## src/rtl/lcd_window_blit.sv

```systemverilog
// Programs an LCD address window (CASET/PASET/RAMWR) and then streams length*width pixels as bytes.
// Latency: first command byte is requested the cycle after start; each pixel fetch takes RD_LAT+2 cycles.
// Backpressure: every byte is held on lcd_wr_en until lcd_wr_done, followed by at least one idle cycle.
module lcd_window_blit #(
  parameter int COORD_W   = 16,
  parameter int PIX_BYTES = 3,
  parameter int ADDR_W    = 18,
  parameter int RD_LAT    = 1
) (
  input  logic                   clk,
  input  logic                   rst_n,
  input  logic                   start,
  input  logic [COORD_W-1:0]     x,
  input  logic [COORD_W-1:0]     y,
  input  logic [COORD_W-1:0]     length,
  input  logic [COORD_W-1:0]     width,
  input  logic                   mode,
  input  logic [8*PIX_BYTES-1:0] fill_color,
  input  logic [ADDR_W-1:0]      base_addr,
  output logic [ADDR_W-1:0]      mem_addr,
  input  logic [8*PIX_BYTES-1:0] mem_rdata,
  output logic [7:0]             lcd_data,
  output logic                   lcd_dc,
  output logic                   lcd_wr_en,
  input  logic                   lcd_wr_done,
  output logic                   busy,
  output logic                   done
);

  localparam int PW  = 8 * PIX_BYTES;
  localparam int CW2 = 2 * COORD_W;

  typedef enum logic [2:0] {
    S_IDLE,
    S_CMD,
    S_FETCH,
    S_PIX,
    S_DONE
  } state_t;

  state_t state, state_nxt;

  // Request latched at start so later input changes cannot disturb a running blit.
  logic [COORD_W-1:0] x_r, y_r, len_r, wid_r;
  logic               mode_r;
  logic [ADDR_W-1:0]  base_r;
  logic [PW-1:0]      pix_r;

  logic [3:0]         cmd_idx;
  logic [1:0]         byte_idx;
  logic [CW2-1:0]     pix_cnt;
  logic [2:0]         lat_cnt;

  logic [COORD_W-1:0] xe, ye;
  logic [CW2-1:0]     npix;
  logic               zero_req;
  logic               byte_done;
  logic               last_byte;
  logic               last_pix;
  logic               fetch_end;
  logic [7:0]         cmd_byte;
  logic               cmd_dc;
  logic [7:0]         pix_byte;

  assign xe        = x_r + len_r - COORD_W'(1);
  assign ye        = y_r + wid_r - COORD_W'(1);
  assign npix      = CW2'(len_r) * CW2'(wid_r);
  assign zero_req  = (length == '0) || (width == '0);
  assign byte_done = lcd_wr_en && lcd_wr_done;
  assign last_byte = (byte_idx == 2'(PIX_BYTES - 1));
  assign last_pix  = (pix_cnt == npix - CW2'(1));
  assign fetch_end = (lat_cnt == 3'(RD_LAT + 1));

  assign busy = (state == S_CMD) || (state == S_FETCH) || (state == S_PIX);
  assign done = (state == S_DONE);

  // Window-programming byte sequence selected by the command index.
  always_comb begin
    cmd_byte = 8'h00;
    cmd_dc   = 1'b1;
    case (cmd_idx)
      4'd0:    begin cmd_byte = 8'h2A; cmd_dc = 1'b0; end
      4'd1:    cmd_byte = x_r[15:8];
      4'd2:    cmd_byte = x_r[7:0];
      4'd3:    cmd_byte = xe[15:8];
      4'd4:    cmd_byte = xe[7:0];
      4'd5:    begin cmd_byte = 8'h2B; cmd_dc = 1'b0; end
      4'd6:    cmd_byte = y_r[15:8];
      4'd7:    cmd_byte = y_r[7:0];
      4'd8:    cmd_byte = ye[15:8];
      4'd9:    cmd_byte = ye[7:0];
      4'd10:   begin cmd_byte = 8'h2C; cmd_dc = 1'b0; end
      default: cmd_byte = 8'h00;
    endcase
  end

  // Pixel byte selection, most significant byte first.
  always_comb begin
    pix_byte = 8'h00;
    for (int i = 0; i < PIX_BYTES; i++) begin
      if (byte_idx == i[1:0]) pix_byte = pix_r[8*(PIX_BYTES-1-i) +: 8];
    end
  end

  // State register.
  always_ff @(posedge clk or negedge rst_n) begin
    if (!rst_n) state <= S_IDLE;
    else        state <= state_nxt;
  end

  // Next-state logic; a zero-area window goes straight to DONE without touching the bus.
  always_comb begin
    state_nxt = state;
    case (state)
      S_IDLE:  if (start) state_nxt = zero_req ? S_DONE : S_CMD;
      S_CMD:   if (byte_done && cmd_idx == 4'd10) state_nxt = mode_r ? S_PIX : S_FETCH;
      S_FETCH: if (fetch_end) state_nxt = S_PIX;
      S_PIX: begin
        if (byte_done && last_byte) begin
          if (last_pix)     state_nxt = S_DONE;
          else if (!mode_r) state_nxt = S_FETCH;
        end
      end
      S_DONE:  state_nxt = S_IDLE;
      default: state_nxt = S_IDLE;
    endcase
  end

  // Datapath: request latching, byte handshake, counters and pixel fetch.
  always_ff @(posedge clk or negedge rst_n) begin
    if (!rst_n) begin
      x_r       <= '0;
      y_r       <= '0;
      len_r     <= '0;
      wid_r     <= '0;
      mode_r    <= 1'b0;
      base_r    <= '0;
      pix_r     <= '0;
      cmd_idx   <= '0;
      byte_idx  <= '0;
      pix_cnt   <= '0;
      lat_cnt   <= '0;
      mem_addr  <= '0;
      lcd_data  <= 8'h00;
      lcd_dc    <= 1'b0;
      lcd_wr_en <= 1'b0;
    end else begin
      case (state)
        S_IDLE: begin
          if (start) begin
            x_r      <= x;
            y_r      <= y;
            len_r    <= length;
            wid_r    <= width;
            mode_r   <= mode;
            base_r   <= base_addr;
            pix_r    <= fill_color;
            cmd_idx  <= '0;
            byte_idx <= '0;
            pix_cnt  <= '0;
            lat_cnt  <= '0;
            if (!zero_req) begin
              lcd_wr_en <= 1'b1;
              lcd_data  <= 8'h2A;
              lcd_dc    <= 1'b0;
            end
          end
        end
        S_CMD: begin
          if (byte_done) begin
            lcd_wr_en <= 1'b0;
            if (cmd_idx != 4'd10) cmd_idx <= cmd_idx + 4'd1;
          end else if (!lcd_wr_en) begin
            lcd_wr_en <= 1'b1;
            lcd_data  <= cmd_byte;
            lcd_dc    <= cmd_dc;
          end
        end
        S_FETCH: begin
          // Address is presented on the first cycle; data is sampled RD_LAT+1 cycles later.
          if (lat_cnt == 3'd0) mem_addr <= base_r + pix_cnt[ADDR_W-1:0];
          if (fetch_end) begin
            pix_r   <= mem_rdata;
            lat_cnt <= '0;
          end else begin
            lat_cnt <= lat_cnt + 3'd1;
          end
        end
        S_PIX: begin
          if (byte_done) begin
            lcd_wr_en <= 1'b0;
            if (last_byte) begin
              byte_idx <= '0;
              pix_cnt  <= pix_cnt + CW2'(1);
            end else begin
              byte_idx <= byte_idx + 2'd1;
            end
          end else if (!lcd_wr_en) begin
            lcd_wr_en <= 1'b1;
            lcd_data  <= pix_byte;
            lcd_dc    <= 1'b1;
          end
        end
        S_DONE: lcd_wr_en <= 1'b0;
        default: lcd_wr_en <= 1'b0;
      endcase
    end
  end

endmodule

```

## config.mk

```make
export PLATFORM = sky130hd
export DESIGN_NAME = lcd_window_blit
export DESIGN_NICKNAME = d
export VERILOG_FILES = /design/src/rtl/lcd_window_blit.sv
export SDC_FILE = /design/constraint.sdc
export NUM_CORES = 1
export LEC_CHECK = 0
export ABC_AREA = 1
export CAP_MARGIN = 40
export CORE_ASPECT_RATIO = 0.7
export CORE_MARGIN = 4
export CORE_UTILIZATION = 43
export DETAILED_ROUTE_END_ITERATION = 8
export REMOVE_ABC_BUFFERS = 1
export SLEW_MARGIN = 20
export SYNTH_ARGS = -nofsm -noshare
export SYNTH_HDL_FRONTEND = slang
export SYNTH_SLANG_ARGS = --single-unit
```

## constraint.sdc

```tcl
create_clock -name clk -period 18.3 [get_ports clk]
set_input_delay 2.745 -clock clk [delete_from_list [all_inputs] [get_ports clk]]
set_output_delay 2.745 -clock clk [all_outputs]
set_load 0.05 [all_outputs]
```

## Word-level counts from Yosys, hierarchy flattened

Cells that the tools add are included.

| word-level totals | value |
|---|---|
| register bits | 179 |

| cells by class | value |
|---|---|
| add/sub/neg operators | 10 |
| multiplexer cells | 50 |
| bitwise operators | 1 |
| multiply operators | 1 |
| equality and inequality tests | 33 |
| reduce and logical (&&, ||, !) cells | 28 |

Operator list:

| cell | number |
|---|---|
| 2-to-1 mux 32 bit | 3 |
| one-hot mux 8 bit (11 select lines) | 1 |
| 2-to-1 mux 8 bit | 9 |
| one-hot mux 32 bit (2 select lines) | 1 |
| 2-to-1 mux 24 bit | 2 |
| one-hot mux 24 bit (2 select lines) | 1 |
| adder 16 bit | 2 |
| adder 32 x 1 -> 32 bit (second input constant) | 1 |
| == test 32 bit | 1 |
| logical NOT 16 bit | 2 |
| multiplier 16 x 16 -> 32 bit | 1 |
| subtractor 16 x 1 -> 16 bit (second input constant) | 2 |
| subtractor 32 x 1 -> 32 bit (second input constant) | 1 |
| 2-to-1 mux 3 bit | 9 |
| one-hot mux 8 bit (3 select lines) | 1 |
| != test 2 bit (second input constant) | 10 |
| adder 18 bit | 1 |
| == test 4 x 3 -> 1 bit (second input constant) | 4 |
| == test 4 bit (second input constant) | 3 |
| 2-to-1 mux 4 bit | 3 |
| one-hot mux 3 bit (4 select lines) | 1 |
| 2-to-1 mux 1 bit | 11 |
| == test 3 x 2 -> 1 bit (second input constant) | 3 |
| AND reduction 3 bit | 3 |
| 31 further kinds | 47 |

## Depth between registers and ports, before layout

Gate-level depths: netlist of the first run.

| depth | value |
|---|---|
| depth in word-level cells | 7 |
| depth in mapped cells | 35 |
| mapped depth without buffers | 33 |

## Worst setup path after synthesis of the first run

No wires, ideal clock.

| path | value |
|---|---|
| path type | register to register |
| start | register len_r[15] |
| end | register state[1] |
| arrival time | 5.785 ns |
| path buffers | 2 |
| setup time | 0.118 ns |
| stages on the path, launching flop included | 32 |
| required time | 18.182 ns |
| slack | 12.397 ns |
| path through | dfrtp_1 -> clkbuf_1 -> buf_1 -> nand2_1 -> fa_1 -> fa_1 -> inv_1 -> fa_1 -> inv_1 -> fa_1 -> fa_1 -> fa_1 -> inv_1 -> ha_1 -> nand2_1 -> nor2_1 -> inv_1 -> nor2_1 -> and2_1 -> nand2_1 -> nand2_1 -> nand2_1 -> nand2_1 -> nand2_1 -> inv_1 -> nand3_1 -> nor2_1 -> nand2_1 -> nand3_1 -> nand2_1 -> nand2_1 -> nand2_1 |

| on the way | value |
|---|---|
| longest elaborated chain between the ends | 6 |
| elaborated cells on any way between the ends | 8 |
| classes of those cells | 1 x add/sub; 1 x mul; 2 x eq/ne; 3 x mux; 1 x reduce/logical |

RTL lines:

| item | RTL line | text |
|---|---|---|
| start, declared | 44 | `logic [COORD_W-1:0] x_r, y_r, len_r, wid_r;` |
| start signal, assigned | 153 | `len_r <= length;` |
| multiplier 16 x 16 -> 32 bit (*) | 67 | `assign npix = CW2'(len_r) * CW2'(wid_r);` |
| subtractor 32 x 1 -> 32 bit (*) | 71 | `assign last_pix = (pix_cnt == npix - CW2'(1));` |
| == test 32 bit (*) | 71 |  |
| 2-to-1 mux 3 bit | 120 | `if (last_pix) state_nxt = S_DONE;` |
| 2-to-1 mux 3 bit | 119 | `if (byte_done && last_byte) begin` |
| one-hot mux 3 bit (4 select lines) | 114 | `case (state)` |
| end signal, assigned | 108 | `else state <= state_nxt;` |
| end, declared | 41 | `state_t state, state_nxt;` |

Every way passes the cells marked *; elsewhere a longest branch is shown, timed or not. The select of a mux whose other input is x is not followed.
A chain may end at the register's enable or synchronous reset.

## Worst setup path in the final report of the first run

Ends and elaborated chain as after synthesis.

==> results.py, run 1 <==
metrics = {
    "logic_synthesis": {
        "synthAdderAreaFrac_pct": 30.9,
        "synth_top_family_by_area": "adder cells",
        "ys_top_cells_by_area": "dfrtp_1, fa_1, nand2_1",
        "synth_xor_area_share_pct": 2.44,
        "ys_async_sr_fraction_pct": 100,
        "synthSimpleGateAreaFrac_pct": 24.1,
        "synthMuxAreaShare_pct": 0,
        "syn_area_per_cell_um2": 7.31,
        "synth-edff-count": 0,
        "synth_seq_area_share_pct": 21.1,
        "synth.top_cell.area_share_pct": 21.1,
        "synth-compound-area-share_pct": 9.09,
        "synth_seq_cells": 179,
        "yosysWarnings": 0,
        "synth_top_area_cell": "dfrtp_1",
        "ys_types": 53,
        "syn_area_mm2": 0.0212,
        "postSynthCellCount": 2902,
        "synth-main-ff-cell": "dfrtp_1",
    },
    "run_status": {
        "status": "completed",
    },
    "detailed_routing": {
        "drc": 0,
        "drt-pass1-iter-count": 5,
        "wl_per_cell_um": 17.6,
        "wirelength_mm": 64.6,
        "viasPerCell": 5.10,
        "num_vias": 18673,
        "drt_iter0_drc": 1615,
        "drtAntennaViolNets": 0,
    },
    "timing": {
        "post-route-min-period_ns": 7.06,
        "grt_setup_unrepaired": "no",
        "max_freq_mhz": 142,
        "hold_viol_final": 0,
        "worst_pin_slew_ns": 0.831,
        "tns_ns": 0,
        "finalSetupViolations": 0,
        "report.final.slew_viol_count": 0,
        "slew-limit-headroom_pct": 44.1,
        "finClkSkew_ns": 0.0199,
        "min_period_over_period_pct": 38.6,
    },
    "critical_path": {
        "cp_common_cell": "nand2_1",
        "crit_fanout": 18,
        "cp_slowest_cell": "dfrtp_1",
        "required_ns": 18.65,
        "endpoint_kind": "flip-flop",
        "critical_path_arrival_ns": 7.41,
        "ff2ff_path_depth": 28,
        "slowest_delay_ns": 0.84,
        "criticalPathCategory": "flip-flop to flip-flop",
        "critPathLaunchType": "flip-flop",
    },
    "cells_and_area": {
        "synthToLayoutAreaGrowth_pct": 13.2,
        "drive_above_1_share_pct": 3.03,
        "fillers": 4864,
        "nets": 3526,
        "multi_input_area_mm2": 0.0141,
        "diodes": 0,
        "regArea_mm2": 0.00448,
        "post-route-cell-area_mm2": 0.0240,
    },
    "clocking": {
        "post_cts_resized": 0,
        "cts_buffers": 17,
        "path_clk_slew_ns": 0.08,
        "cts_buffer_depth": 2,
        "postCtsSetupRepairBufs": 0,
        "clock-sinks": 179,
        "cts_tree": "built",
        "hold_buffers": 0,
        "cts_root_buf": "clkbuf_16",
        "htree_levels": 4,
        "insertion_delay_ns": 0.47,
    },
    "placed_design": {
        "gp_congestion": 0.945,
        "dpl-instance-area_mm2": 0.0234,
        "place_hpwl_mm": 54.4,
        "port_buffers": 164,
    },
    "global_route": {
        "grt-ovfl-total": 0,
        "grt_start_max_net_pins": 95,
        "grt_pass1_wl_mm": 104,
        "use_met3_pct": 6.98,
        "grt.total_usage_pct": 24.8,
        "globalRouteMet2Util_pct": 35.1,
        "met1_usage_pct": 38.1,
        "grt.busiest_layer": "met1",
        "grt_pass1_vias": 18582,
        "antenna_found_initial": 0,
    },
    "floorplanning": {
        "core-area_mm2": 0.0483,
        "pin_count": 165,
        "dieArea_mm2": 0.0530,
        "die_y_um": 194,
        "die_w_um": 273,
        "initial_core_util_pct": 43.9,
        "num_rows": 67,
    },
    "min_path": {
        "holdPathStages": 2,
        "hold_class": "flip-flop to flip-flop",
    },
    "job": {
        "max_cap_viol_count": 0,
    },
}
==> state kept, by name, summed over array words and instances, names as in the netlist, 2 cells and up <==
register and count:
x_r 16, cmd_idx 4, len_r 16, byte_idx 2, base_r 18, lcd_data 8
lat_cnt 3, pix_cnt 32, pix_r 24, mem_addr 18, y_r 16, wid_r 16
state 3
==> worst max-delay path, delay by kind of cell, from the launching register on <==
family | cells | cell delay [ns]
adders and majority gates | 7 | 3.52
buffers and inverters | 5 | 0.28
and+or+nand+nor | 16 | 2.27
DFF | 1 | 0.84
==> synthesized netlist by cell type, drive strengths merged, types with 5 or more instances <==
cell type	number
a31oi	44
o211ai	7
inv	594
nor3	35
nand3	94
and2	6
buf	7
clkbuf	95
or2	13
a211oi	5
a21oi	86
xor2	36
a21o	7
dfrtp	179
xnor2	23
nand2	874
nand3b	10
fa	210
a21boi	14
nand4	25
o22ai	7
nor2	153
o21bai	5
nor4	16
o21ai	139
ha	187
o21a	6
==> path summary, 6_finish.rpt <==
kind | start | to | slack, ns
min in group asynchronous | rst_n | pix_r[5] | 2.26
setup / recovery | len_r[15] | state[1] | 11.24
hold reg to reg | mem_addr[0] | mem_addr[0] | 0.48
hold / removal | mem_addr[0] | mem_addr[0] | 0.48
max in group asynchronous | rst_n | base_r[12] | 14.23
setup reg to reg | len_r[15] | state[1] | 11.24
==> layout by cell type (no fill, tap or decap), types with 7 or more instances in the layout <==
cell and instances:
nand3b_1 10, or2_2 13, fa_1 210, nor2_1 146
nand3_1 92, a21boi_0 14, clkdlybuf4s50_1 163, o22ai_1 7
a31oi_1 44, xor2_1 36, nor3_1 30, dfrtp_1 179
o21ai_0 132, inv_1 589, xnor2_1 23, nand2_1 867
nand2_2 7, a21oi_1 85, nand4_1 25, clkbuf_16 17
clkinv_8 7, ha_1 187, a21o_1 7, nor4_1 16
o211ai_1 7, buf_4 8
==> cells by family after synthesis <==
logic type / count (synthesis)
AND/OR/NAND/NOR: 1232
buffers and inverters: 699
adder cells (fa/ha/maj): 397
AO/OA/AOI/OAI: 336
flip-flops: 179
XOR/XNOR: 59
==> area by class of cell <==
class	count	share of cell area, %
Sequential cell	179	18.7
Inverter	597	9.35
Clock buffer	17	1.77
Multi-Input combinational cell	2024	58.7
Timing Repair Buffer	175	7.29
Tap cell	655	3.41
Clock inverter	15	0.782
==> layer usage <==
metal  routed length [um]  vias up
met1                31800     8891
met5                    0        -
met4                  843        0
met3                 5800       70
li1                     -     9122
met2                26100      590
==> stage by stage <==
stage	cells	setup slack, ns	utilization (%)	hold slack (ns)
after floorplan	2800	11.52	-	0.455
after global placement	3626	11.05	48.3	0.466
after detailed placement	3627	11.23	48.4	0.463
after CTS	3659	11.21	49.7	0.485
after global routing	3662	10.75	49.7	0.506
final	3662	11.24	49.7	0.482
Power of run 1 is left out: the tool's default activity adds up to more than one toggle a clock period on the data nets, which glitch-free logic cannot reach.
==> run 2, diff against run 1 <==
clock period = 6.6 ns   (was 18.3 ns; I/O delays follow)
==> run 2 against run 1 <==
- clock skew fell by 0.0011 ns
- global-route usage rose by 0.34 points
- cell area grew 2.7%
- critical path depth unchanged
- maximum frequency increased by 13%
- die area is the same
==> results.py, run 2 (synthesis gave the netlist of run 1 again) <==
metrics = {
    "timing": {
        "slew-limit-headroom_pct": 42.8,
        "post-route-min-period_ns": 6.26,
        "max_freq_mhz": 160,
        "finClkSkew_ns": 0.0188,
        "min_period_over_period_pct": 94.8,
        "worst_pin_slew_ns": 0.850,
        "report.final.slew_viol_count": 0,
        "hold_viol_final": 0,
        "finalSetupViolations": 0,
        "tns_ns": 0,
    },
    "critical_path": {
        "cp_common_cell": "nand2_1",
        "endpoint_kind": "flip-flop",
        "critPathLaunchType": "flip-flop",
        "criticalPathCategory": "flip-flop to flip-flop",
        "crit_fanout": 7,
        "slowest_delay_ns": 0.77,
        "cp_slowest_cell": "fa_1",
        "required_ns": 6.94,
        "critPathTopFamily": "adder cells",
        "path_buf_inv": 6,
        "critical_path_arrival_ns": 6.60,
    },
    "cells_and_area": {
        "top_regs": "pix_cnt x32, pix_r x24",
        "multi_input_area_mm2": 0.0142,
        "largest_reg_flops": 32,
        "final_cell_mix": "nand2_1, inv_1, fa_1",
        "regMostFlops": "pix_cnt",
        "final_common_cell": "nand2_1",
        "synthToLayoutAreaGrowth_pct": 16.3,
        "diodes": 0,
        "regArea_mm2": 0.00452,
        "nets": 3585,
        "drive_above_1_share_pct": 6.59,
        "fillers": 4756,
    },
    "placed_design": {
        "place_hpwl_mm": 55.5,
        "gp_congestion": 0.968,
        "port_buffers": 164,
    },
    "clocking": {
        "cts_tree": "built",
        "clock-sinks": 179,
        "cts_buffers": 17,
        "htree_levels": 4,
        "hold_buffers": 0,
        "cts_buffer_depth": 2,
        "cts_root_buf": "clkbuf_16",
        "path_clk_slew_ns": 0.08,
        "insertion_delay_ns": 0.46,
    },
    "global_route": {
        "grt-ovfl-total": 0,
        "grt_start_max_net_pins": 79,
        "antenna_found_initial": 0,
        "grt_pass1_vias": 18989,
        "grt.total_usage_pct": 25.1,
        "grt_pass1_wl_mm": 105,
    },
    "floorplanning": {
        "die_w_um": 273,
        "pin_count": 165,
        "dieArea_mm2": 0.0530,
        "num_rows": 67,
        "initial_core_util_pct": 43.9,
        "die_y_um": 194,
        "core-area_mm2": 0.0483,
    },
    "detailed_routing": {
        "drt_iter0_drc": 1436,
        "drt-pass1-iter-count": 6,
        "drc": 0,
        "viasPerCell": 5.13,
        "drtAntennaViolNets": 0,
        "num_vias": 19099,
        "wl_per_cell_um": 17.9,
        "wirelength_mm": 66.7,
    },
    "job": {
        "max_cap_viol_count": 0,
    },
    "min_path": {
        "hold_class": "flip-flop to flip-flop",
    },
    "run_status": {
        "status": "completed",
    },
}
[run 2: cell types whose count changed in the layout (fill, tap and decap cells not counted), sizes merged]
cell / delta
clkbuf: +2
clkinv: -2
bufinv: +2
buf: +57
[run 2: worst reg2reg max path: cells and delay by family, from the launching register on]
kind | cells | cell delay, ns
simple gates | 13 | 1.25
fa+ha+maj | 7 | 3.22
compound gates | 2 | 0.54
buf+inv | 6 | 0.63
flops | 1 | 0.51
[run 2: worst paths after layout]
check | cells past startpoint | to | slack, ns | from
worst max register to register | 28 | state[1] | 0.34 | wid_r[11]
min in group asynchronous | 1 | x_r[10] | 0.57 | rst_n
worst max-delay path | 28 | state[1] | 0.34 | wid_r[11]
worst min-delay path | 2 | mem_addr[0] | 0.48 | mem_addr[0]
worst min register to register | 2 | mem_addr[0] | 0.48 | mem_addr[0]
max in group asynchronous | 2 | wid_r[8] | 4.87 | rst_n
[run 2: through the flow]
step	util, %	cells	hold slack, ns	setup slack (ns)	area [um^2]
2_1_floorplan	-	2800	0.455	0.950	20800
3_3_place_gp	49.0	3665	0.467	-0.181	23600
3_5_place_dp	49.0	3666	0.465	-0.222	23700
4_1_cts	50.3	3698	0.483	0.000897	24300
5_1_grt	51.1	3721	0.524	-0.00507	24700
6_report	51.1	3721	0.481	0.343	24700
[run 2: timing repair]
| item | in CTS | in global routing |
|---|---|---|
| setup buffers | 0 | 21 |
| setup endpoints to repair | 3 | 3 |
| gates resized for setup | 14 | 54 |
| pin swaps | 0 | 2 |
[run 2: routing by layer]
| metal | wire, um | global-route usage, % |
|---|---|---|
| met5 | 0 | 0 |
| met4 | 1460 | 5.42 |
| met3 | 6140 | 6.07 |
| met2 | 27200 | 36.2 |
| met1 | 31900 | 38.2 |
[run 2: area by class of cell]
| type | instances | area share, % |
|---|---|---|
| multi-input cells | 2024 | 57.6 |
| repair buffers | 234 | 9.13 |
| inverters | 597 | 9.10 |
| well taps | 655 | 3.32 |
| flip-flops and latches | 179 | 18.3 |
| clock buffers | 17 | 1.73 |
| clock inverters | 15 | 0.756 |
Power of run 2 is left out for the same reason.
==> run 3, diff against run 2 <==
ABC_AREA = 0   (was 1)
CELL_PAD_IN_SITES_DETAIL_PLACEMENT = 1   (was unset)
CELL_PAD_IN_SITES_GLOBAL_PLACEMENT = 1   (was unset)
PLACE_DENSITY_LB_ADDON = 0.1   (was unset)
==> run 3 against run 2 <==
- critical path depth down 7
- global-route usage up 3.5 points
- highest routed layer is now met5
- hold slack worse by 0.0049 ns
- worst setup slack worse by 0.12 ns
- utilization up 1.3 points
- cell area down 1.1%
- sequential share of layout area up 0.083 points
- die area down 4.1%
- synthesized cell count down 19%
- sequential cell count unchanged
- clock skew down 0.0013 ns
- critical endpoint unchanged
==> results.py, run 3 <==
metrics = {
    "run_status": {
        "status": "completed",
    },
    "cells_and_area": {
        "final_common_cell": "nand2_1",
        "regMostFlops": "pix_cnt",
        "largest_reg_flops": 32,
        "drive_above_1_share_pct": 10.2,
        "instances_no_fill": 3209,
        "final_cell_mix": "nand2_1, inv_1, fa_1",
        "multi_input_area_mm2": 0.0144,
        "regArea_mm2": 0.00449,
        "diodes": 0,
        "top_regs": "pix_cnt x32, pix_r x24",
        "synthToLayoutAreaGrowth_pct": 20.1,
        "nets": 3116,
        "fillers": 5456,
    },
    "detailed_routing": {
        "wl_per_cell_um": 22.3,
        "drc": 0,
        "drt_iter0_drc": 1260,
        "drt-pass1-iter-count": 5,
        "wirelength_mm": 71.6,
        "viasPerCell": 5.53,
        "drtAntennaViolNets": 0,
        "num_vias": 17736,
    },
    "logic_synthesis": {
        "syn_area_per_cell_um2": 8.60,
        "synth.top_cell.area_share_pct": 22.1,
        "synth_seq_cells": 179,
        "ys_async_sr_fraction_pct": 100,
        "synth_xor_area_share_pct": 4.70,
        "synth-main-ff-cell": "dfrtp_1",
        "synth_seq_area_share_pct": 22.1,
        "synth_top_area_cell": "dfrtp_1",
        "synth-edff-count": 0,
        "synthSimpleGateAreaFrac_pct": 16.5,
        "postSynthCellCount": 2361,
        "synth.most_common_cell": "nand2_1",
        "syn_area_mm2": 0.0203,
        "synthAdderAreaFrac_pct": 32.2,
        "synth-compound-area-share_pct": 13.0,
        "ys_types": 80,
        "synth_common_cells": "nand2_1, inv_1, fa_1",
        "yosysWarnings": 0,
        "ys_top_cells_by_area": "dfrtp_1, fa_1, ha_1",
        "synth_top_family_by_area": "adder cells",
        "synthMuxAreaShare_pct": 3.31,
    },
    "floorplanning": {
        "core-area_mm2": 0.0466,
        "dieArea_mm2": 0.0508,
        "num_rows": 66,
        "die_y_um": 190,
        "initial_core_util_pct": 43.6,
        "die_w_um": 268,
        "pin_count": 165,
    },
    "timing": {
        "tns_ns": 0,
        "worst_pin_slew_ns": 0.803,
        "finClkSkew_ns": 0.0175,
        "post-route-min-period_ns": 6.38,
        "whs_ns": 0.476,
        "fin_ws_ns": 0.218,
        "slew-limit-headroom_pct": 45.1,
        "min_period_over_period_pct": 96.7,
        "hold_viol_final": 0,
        "report.final.slew_viol_count": 0,
        "max_freq_mhz": 157,
        "finalSetupViolations": 0,
    },
    "global_route": {
        "use_met3_pct": 6.10,
        "grt_pass1_wl_mm": 112,
        "grt.total_usage_pct": 28.6,
        "grt-ovfl-total": 0,
        "grt_pass1_vias": 19210,
        "met1_usage_pct": 41.2,
        "grt_start_max_net_pins": 155,
        "globalRouteMet2Util_pct": 44.4,
        "grt.busiest_layer": "met2",
        "antenna_found_initial": 1,
    },
    "clocking": {
        "insertion_delay_ns": 0.47,
        "htree_levels": 4,
        "hold_buffers": 0,
        "cts_root_buf": "clkbuf_16",
        "cts_buffers": 17,
        "cts_buffer_depth": 2,
        "clock-sinks": 179,
        "cts_tree": "built",
        "path_clk_slew_ns": 0.08,
    },
    "critical_path": {
        "r2r_end": "state[1]",
        "crit_fanout": 5,
        "critical_path_arrival_ns": 6.71,
        "required_ns": 6.93,
        "endpoint_kind": "flip-flop",
        "critPathLaunchType": "flip-flop",
        "ff2ff_path_depth": 21,
        "criticalPathCategory": "flip-flop to flip-flop",
        "r2r_slack_ns": 0.22,
        "rr_startpoint": "len_r[0]",
    },
    "min_path": {
        "hold_class": "input port to async pin",
    },
    "job": {
        "max_cap_viol_count": 0,
    },
    "placed_design": {
        "place_inst": 3172,
        "place_hpwl_mm": 59.7,
        "port_buffers": 164,
        "pre_cts_ws_ns": -0.277,
        "gp_congestion": 0.901,
    },
}
run 3: cell count changes after synthesis, sizes merged, moves of 19 or more:
cell / delta
nand2: -513
inv: -266
nand3: -49
mux2i: +38
a31oi: -32
o21ai: +31
xnor2: +31
mux2: +26
nor2: +22
xor2: +19
run 3: area by class of cell:
type                       count  area share [%]
clock buffer                  17            1.74
clock inverter                15           0.811
inverter                     336            5.17
multi-input combinational   1745            59.0
sequential                   179            18.4
tap                          612            3.14
timing repair buffer         305            11.7
run 3: per-layer routing:
layer | vias to the layer above | part of all wire (%)
li1 | 8237 | -
met1 | 8981 | 47
met2 | 441 | 44
met3 | 75 | 6.5
met4 | 2 | 1.8
met5 | - | 0.018
run 3: worst max path at each step:
stage / from / endpoint / slack, ns
2_1_floorplan: start / pix_r[0] / -3.16
4_1_cts: wid_r[2] / state[1] / 0.02
3_3_place_gp: len_r[3] / state[1] / -0.11
6_report: len_r[0] / state[1] / 0.22
5_1_grt: wid_r[3] / state[1] / -0.02
3_5_place_dp: len_r[3] / state[1] / -0.28
run 3: critical path, stage by stage, from the launching register on:
cell and delay, ns:
dfrtp_1 0.38, clkinv_1 0.27, nor2_1 0.32, ha_1 0.20, inv_1 0.05, fa_1 0.48
inv_1 0.06, fa_1 0.53, inv_1 0.05, fa_1 0.49, fa_2 0.44, fa_1 0.54
inv_1 0.05, ha_1 0.41, and2_2 0.25, nand3_1 0.23, nand2_1 0.15, o2111ai_1 0.11
or3b_2 0.50, nor4_1 0.30, o2111a_2 0.31, a311oi_2 0.11
run 3: kinds of logic after synthesis:
group,Yosys count
xor+xnor,109
flops,179
buf+inv,437
simple gates,754
fa+ha+maj,397
compound gates,421
mux,64
run 3: what timing repair did:
| item | 4_1_cts | 5_1_grt |
|---|---|---|
| setup buffers | 0 | 2 |
| resized for setup | 8 | 55 |
| endpoints found under the setup margin | 3 | 3 |
| pin swaps | 0 | 9 |
run 3: stage by stage:
stage | util (%) | area [um^2]
2_1_floorplan | - | 19900
3_3_place_gp | 50.3 | 23400
3_5_place_dp | 50.4 | 23500
4_1_cts | 51.8 | 24100
5_1_grt | 52.3 | 24400
6_report | 52.3 | 24400
Power of run 3 is left out for the same reason.
